`src/rtl/cpu_pkg.sv`:
```
// Shared types and encodings for the multi-cycle CPU controller.
// Opcode/op field values, ALU operation codes and the FSM state enum.
package cpu_pkg;

  typedef enum logic [2:0] {
    S_WAIT,
    S_DECODE,
    S_GET_A,
    S_GET_B,
    S_ALU,
    S_WR_REG,
    S_WR_IMM
  } state_t;

  localparam logic [2:0] OPC_MOV    = 3'b110;
  localparam logic [2:0] OPC_ALU    = 3'b101;

  localparam logic [1:0] OP_MOV_IMM = 2'b10;
  localparam logic [1:0] OP_MOV_REG = 2'b00;
  localparam logic [1:0] OP_ADD     = 2'b00;
  localparam logic [1:0] OP_CMP     = 2'b01;
  localparam logic [1:0] OP_AND     = 2'b10;
  localparam logic [1:0] OP_MVN     = 2'b11;

  localparam logic [1:0] ALUOP_ADD  = 2'b00;
  localparam logic [1:0] ALUOP_SUB  = 2'b01;
  localparam logic [1:0] ALUOP_AND  = 2'b10;
  localparam logic [1:0] ALUOP_MVN  = 2'b11;

  function automatic logic [15:0] sx8(input logic [7:0] v);
    return {{8{v[7]}}, v};
  endfunction

endpackage

```
`src/rtl/cpu_controller_if.sv`:
```
// Instruction-source handshake plus datapath control lines of the controller.
// master = instruction source / datapath side, slave = controller.
interface cpu_controller_if;
  logic        s;
  logic        load;
  logic [15:0] in;
  logic        w;
  logic        vsel;
  logic        loada;
  logic        loadb;
  logic        loadc;
  logic        loads;
  logic        asel;
  logic        bsel;
  logic        write;
  logic [2:0]  readnum;
  logic [2:0]  writenum;
  logic [1:0]  shift;
  logic [1:0]  ALUop;
  logic [15:0] imm_out;

  modport master (
    output s, load, in,
    input  w, vsel, loada, loadb, loadc, loads, asel, bsel, write,
    input  readnum, writenum, shift, ALUop, imm_out
  );

  modport slave (
    input  s, load, in,
    output w, vsel, loada, loadb, loadc, loads, asel, bsel, write,
    output readnum, writenum, shift, ALUop, imm_out
  );
endinterface

```
`src/rtl/cpu_controller_instr_dec.sv`:
```
// Combinational field split of the 16-bit instruction register.
module instr_dec
  import cpu_pkg::*;
(
  input  logic [15:0] ir,
  output logic [2:0]  opcode,
  output logic [1:0]  op,
  output logic [2:0]  rn,
  output logic [2:0]  rd,
  output logic [2:0]  rm,
  output logic [1:0]  sh,
  output logic [15:0] sximm8
);

  assign opcode = ir[15:13];
  assign op     = ir[12:11];
  assign rn     = ir[10:8];
  assign rd     = ir[7:5];
  assign sh     = ir[4:3];
  assign rm     = ir[2:0];
  assign sximm8 = sx8(ir[7:0]);

endmodule

```
`src/rtl/cpu_controller.sv`:
```
// Multi-cycle control FSM: holds the IR, sequences register reads, the ALU
// step and the register write, and returns to WAIT (w=1) when done.
module cpu_controller
  import cpu_pkg::*;
(
  input  logic clk,
  input  logic reset_n,
  cpu_controller_if.slave bus
);

  state_t      state;
  state_t      state_nxt;
  logic [15:0] ir;

  logic [2:0]  opcode;
  logic [1:0]  op;
  logic [2:0]  rn;
  logic [2:0]  rd;
  logic [2:0]  rm;
  logic [1:0]  sh;
  logic [15:0] sximm8;

  logic        w;
  logic        vsel;
  logic        loada;
  logic        loadb;
  logic        loadc;
  logic        loads;
  logic        asel;
  logic        bsel;
  logic        write;
  logic [2:0]  readnum;
  logic [2:0]  writenum;
  logic [1:0]  shift;
  logic [1:0]  alu_op;

  instr_dec u_dec (
    .ir     (ir),
    .opcode (opcode),
    .op     (op),
    .rn     (rn),
    .rd     (rd),
    .rm     (rm),
    .sh     (sh),
    .sximm8 (sximm8)
  );

  // IR only changes while idle, so fields stay stable for a whole instruction.
  always_ff @(posedge clk) begin
    if (!reset_n) begin
      state <= S_WAIT;
      ir    <= '0;
    end else begin
      state <= state_nxt;
      if (state == S_WAIT && bus.load) ir <= bus.in;
    end
  end

  always_comb begin
    state_nxt = state;
    w         = 1'b0;
    vsel      = 1'b0;
    loada     = 1'b0;
    loadb     = 1'b0;
    loadc     = 1'b0;
    loads     = 1'b0;
    asel      = 1'b0;
    bsel      = 1'b0;
    write     = 1'b0;
    readnum   = '0;
    writenum  = '0;
    shift     = '0;
    alu_op    = ALUOP_ADD;

    unique case (state)
      S_WAIT: begin
        w = 1'b1;
        if (bus.s) state_nxt = S_DECODE;
      end
      S_DECODE: begin
        if (opcode == OPC_MOV && op == OP_MOV_IMM)      state_nxt = S_WR_IMM;
        else if (opcode == OPC_MOV && op == OP_MOV_REG) state_nxt = S_GET_B;
        else if (opcode == OPC_ALU)                     state_nxt = S_GET_A;
        else                                            state_nxt = S_WAIT;
      end
      S_GET_A: begin
        readnum   = rn;
        loada     = 1'b1;
        state_nxt = S_GET_B;
      end
      S_GET_B: begin
        readnum   = rm;
        loadb     = 1'b1;
        state_nxt = S_ALU;
      end
      S_ALU: begin
        shift = sh;
        // MOV reg passes the shifted Rm through as 0 + B.
        if (opcode == OPC_MOV) begin
          asel      = 1'b1;
          alu_op    = ALUOP_ADD;
          loadc     = 1'b1;
          state_nxt = S_WR_REG;
        end else if (op == OP_CMP) begin
          alu_op    = op;
          loads     = 1'b1;
          state_nxt = S_WAIT;
        end else begin
          alu_op    = op;
          loadc     = 1'b1;
          state_nxt = S_WR_REG;
        end
      end
      S_WR_REG: begin
        writenum  = rd;
        write     = 1'b1;
        state_nxt = S_WAIT;
      end
      S_WR_IMM: begin
        writenum  = rn;
        vsel      = 1'b1;
        write     = 1'b1;
        state_nxt = S_WAIT;
      end
      default: state_nxt = S_WAIT;
    endcase
  end

  assign bus.w        = w;
  assign bus.vsel     = vsel;
  assign bus.loada    = loada;
  assign bus.loadb    = loadb;
  assign bus.loadc    = loadc;
  assign bus.loads    = loads;
  assign bus.asel     = asel;
  assign bus.bsel     = bsel;
  assign bus.write    = write;
  assign bus.readnum  = readnum;
  assign bus.writenum = writenum;
  assign bus.shift    = shift;
  assign bus.ALUop    = alu_op;
  assign bus.imm_out  = sximm8;

endmodule

```
`src/flat_wrapper.sv`:
```
// flat-port wrapper written by rule: the top's interface ports become plain ports
module cpu_controller_flat import cpu_pkg::*;
  (clk, reset_n, bus_s, bus_load, bus_in, bus_w, bus_vsel, bus_loada, bus_loadb, bus_loadc, bus_loads, bus_asel, bus_bsel, bus_write, bus_readnum, bus_writenum, bus_shift, bus_ALUop, bus_imm_out);
  cpu_controller_if bus_i ();
  input  logic clk;
  input  logic reset_n;
  input wire logic [$bits(bus_i.s)-1:0] bus_s;
  input wire logic [$bits(bus_i.load)-1:0] bus_load;
  input wire logic [$bits(bus_i.in)-1:0] bus_in;
  output wire logic [$bits(bus_i.w)-1:0] bus_w;
  output wire logic [$bits(bus_i.vsel)-1:0] bus_vsel;
  output wire logic [$bits(bus_i.loada)-1:0] bus_loada;
  output wire logic [$bits(bus_i.loadb)-1:0] bus_loadb;
  output wire logic [$bits(bus_i.loadc)-1:0] bus_loadc;
  output wire logic [$bits(bus_i.loads)-1:0] bus_loads;
  output wire logic [$bits(bus_i.asel)-1:0] bus_asel;
  output wire logic [$bits(bus_i.bsel)-1:0] bus_bsel;
  output wire logic [$bits(bus_i.write)-1:0] bus_write;
  output wire logic [$bits(bus_i.readnum)-1:0] bus_readnum;
  output wire logic [$bits(bus_i.writenum)-1:0] bus_writenum;
  output wire logic [$bits(bus_i.shift)-1:0] bus_shift;
  output wire logic [$bits(bus_i.ALUop)-1:0] bus_ALUop;
  output wire logic [$bits(bus_i.imm_out)-1:0] bus_imm_out;
  assign bus_i.s = bus_s;
  assign bus_i.load = bus_load;
  assign bus_i.in = bus_in;
  assign bus_w = bus_i.w;
  assign bus_vsel = bus_i.vsel;
  assign bus_loada = bus_i.loada;
  assign bus_loadb = bus_i.loadb;
  assign bus_loadc = bus_i.loadc;
  assign bus_loads = bus_i.loads;
  assign bus_asel = bus_i.asel;
  assign bus_bsel = bus_i.bsel;
  assign bus_write = bus_i.write;
  assign bus_readnum = bus_i.readnum;
  assign bus_writenum = bus_i.writenum;
  assign bus_shift = bus_i.shift;
  assign bus_ALUop = bus_i.ALUop;
  assign bus_imm_out = bus_i.imm_out;
  cpu_controller u_core (.clk(clk), .reset_n(reset_n), .bus(bus_i));
endmodule
```
`config.mk`:
```
export PLATFORM = sky130hd
export DESIGN_NAME = cpu_controller_flat
export DESIGN_NICKNAME = d
export VERILOG_FILES = /design/src/rtl/cpu_pkg.sv /design/src/rtl/cpu_controller_if.sv /design/src/rtl/cpu_controller_instr_dec.sv /design/src/rtl/cpu_controller.sv /design/src/flat_wrapper.sv
export SDC_FILE = /design/constraint.sdc
export NUM_CORES = 1
export LEC_CHECK = 0
export CAP_MARGIN = 20
export CORE_ASPECT_RATIO = 0.5
export CORE_MARGIN = 2
export CORE_UTILIZATION = 40
export CTS_CLUSTER_SIZE = 24
export DETAILED_ROUTE_END_ITERATION = 10
export PLACE_DENSITY = 0.88
export SLEW_MARGIN = 20
export SYNTH_ARGS = -nofsm -noshare
export SYNTH_HDL_FRONTEND = slang
export SYNTH_SLANG_ARGS = --single-unit
```
`constraint.sdc`:
```
create_clock -name clk -period 1.7 [get_ports clk]
set_clock_uncertainty 0.15 [all_clocks]
set_input_delay 0.425 -clock clk [delete_from_list [all_inputs] [get_ports clk]]
set_output_delay 0.425 -clock clk [all_outputs]
set_load 0.03 [all_outputs]
```
==> impl_metrics.tcl <==
set metrics [dict create \
    outcome "finished with violations" \
    failed_checks "setup timing" \
    numPortBuffers 53 \
    ant_nets 0 \
    hold_class "reg2reg" \
    timing.rr.end "u_core.ir[11]$_SDFFE_PN0P_" \
    synth_area_leaders "dfxtp_1, buf_4, nand2_1, a21boi_1, a21boi_0" \
    die_w_um 79.5 \
    holdPathEnd "u_core.ir[4]$_SDFFE_PN0P_" \
    netlist_area_um2 1140 \
    layout_common_cells "nand2_1, buf_4, clkdlybuf4s50_1" \
    start_util 0.429 \
    post-route-period-util 1.17 \
    areaGrowthSynthToFinish_pct 71.6 \
    clkTransAtPathRegs_ns 0.08 \
    hpwlAfterDp_um 2280 \
    drv_cap 0 \
    hold_depth 2 \
    drv_slew 0 \
    fin_crit_ns 1.99 \
    ir_drop_v 0.000307 \
    cts_inserted_buffers 3 \
    ff2ff_setup_slack_ns 0 \
    pre_cts_ws_ns -0.267 \
    wl_um 3990 \
    grt_pass1_wl_um 5920 \
    synth_top_area_cell "dfxtp_1" \
    end_kind "output pin" \
    io_pins 55 \
    cp_slowest_stage_delay_ns 0.36 \
    die_h_um 41.7 \
    core_um2 2650 \
    synth_top_flop_cell "dfxtp_1" \
    hp-start "u_core.ir[4]$_SDFFE_PN0P_" \
    cts_tree "built" \
    synth_top_area_frac 0.334 \
    drtPass1Iterations 4 \
    finalSetupViolations 18 \
    diodes 0 \
    nets 225 \
    drtIter0Drc 78 \
    drc_errors 0 \
    syn-num-nets 166 \
    crit_path_start_kind "register" \
    whs_ns 0.326 \
    crit_chain "nor3b_4 -> and3_4 -> nor2b_4 -> buf_6" \
    hold_buffers 0 \
    cts.sinks 19 \
    required_ns 1.12 \
    setup_ws_ns -0.287 \
    power_leakage_nw 0.838 \
    reg2reg_depth 5 \
    die-area_um2 3320 \
    final_hold_viol_count 0 \
    p_total_mw 1.15 \
    avgViaCountPerCell 5.27 \
    timing.critical_path.arrival_ns 1.41 \
    fin_setup_tns_ns -3.08 \
    grt-ovfl-total 0 \
    post-route-util 0.737 \
    clockRootBuffer "clkbuf_8" \
    antenna_found_initial 0 \
    crit_fanout 3 \
    clk_latency_ns 0.26 \
    grt_usage 0.230 \
    ys_seq_area_frac 0.334 \
    ys_seq_elements 19 \
    wire_per_inst_um 16.5 \
    r2r-start "u_core.state[0]$_SDFFE_PN0P_" \
    synth_cell_type_count 31 \
    synthArstFlopShare 0 \
    cts_max_path_buffers 2 \
    power.density_nw_per_um2 586 \
    gp_congestion 0.799 \
    rsz0062_at_grt "yes" \
    drive_above_1_share 0.417 \
    crit_type "reg2out" \
    clock.fmax_mhz 503 \
    netlist_instances 146 \
    synth_edf_count 0 \
    grt_max_degree 17 \
    std_cell_rows 13 \
    avgSynthCellArea_um2 7.80 \
    vias 1270 \
    cpMaxStageDelayCell "dfxtp_2" \
    ys_warn_count 0 \
    cts_htree_levels 1 \
    first_global_vias 1198 \
]
==> how the worst max path moves through the flow <==
stage / startpoint / endpoint / slack [ns]
4_1_cts: u_core.state[1]$_SDFFE_PN0P_ / bus_loads / -0.25
2_1_floorplan: u_core.state[2]$_SDFFE_PN0P_ / bus_readnum[0] / -0.22
6_report: u_core.state[0]$_SDFFE_PN0P_ / bus_loads / -0.29
5_1_grt: u_core.state[0]$_SDFFE_PN0P_ / bus_loads / -0.32
3_3_place_gp: bus_load / u_core.ir[7]$_SDFFE_PN0P_ / -0.23
3_5_place_dp: bus_load / u_core.ir[5]$_SDFFE_PN0P_ / -0.27
==> metal layers <==
layer,global-route usage,vias up,wire (um)
li1,-,588,-
met1,0.269,602,1610
met3,0.0587,16,267
met2,0.405,64,1990
met4,0.0897,0,119
met5,0,-,0
==> cells by family after synthesis <==
group | after synthesis | share of synthesized area
compound gates | 28 | 0.168
simple gates | 67 | 0.307
buf+inv | 28 | 0.162
mux | 3 | 0.0264
other cells | 1 | 0.00329
flops | 19 | 0.334
==> critical path: cells and delay by family, from the launching register on <==
family                 cells  cell delay (ns)
and+or+nand+nor            3             0.65
DFF                        1             0.36
buffers and inverters      1             0.13
==> cells in the mapped netlist (3+ instances only) <==
cell	n
a21boi_0	6
a21boi_1	10
inv_1	3
mux2i_1	3
nand2_1	34
buf_4	17
nand3_1	4
nand3b_1	4
a21oi_1	6
nor2_1	7
dfxtp_1	19
and2_1	3
buf_2	6
==> stage by stage <==
stage,area [um^2],instances
final,1950,241
after global routing,1950,241
after CTS,1890,240
after detailed placement,1680,227
after global placement,1680,227
after floorplan,1220,146
==> layout make-up <==
type                       count  area, um^2
multi-input combinational     99         699
fill                         172         697
timing repair buffer          79         758
clock inverter                 1        7.51
inverter                       3        16.3
tap                           37        46.3
clock buffer                   3        41.3
sequential                    19         385
==> flip-flops by register name (all words and copies together) (netlist names) <==
name and count:
u_core.ir 16, u_core.state 3
==> power breakdown <==
group | leakage, nW | internal [mW] | switching [mW]
logic | 0.659 | 0.153 | 0.156
clock network | 0.0217 | 0.166 | 0.170
registers | 0.158 | 0.471 | 0.0305
==> timing repair <==
action | 4_1_cts | 5_1_grt
setup buffers | 8 | 0
resized for setup | 39 | 12
endpoints found under the setup margin | 25 | 35
cloned | 1 | 1
pin swaps | 7 | 5
No activity file was read; power rests on OpenSTA's default activity.
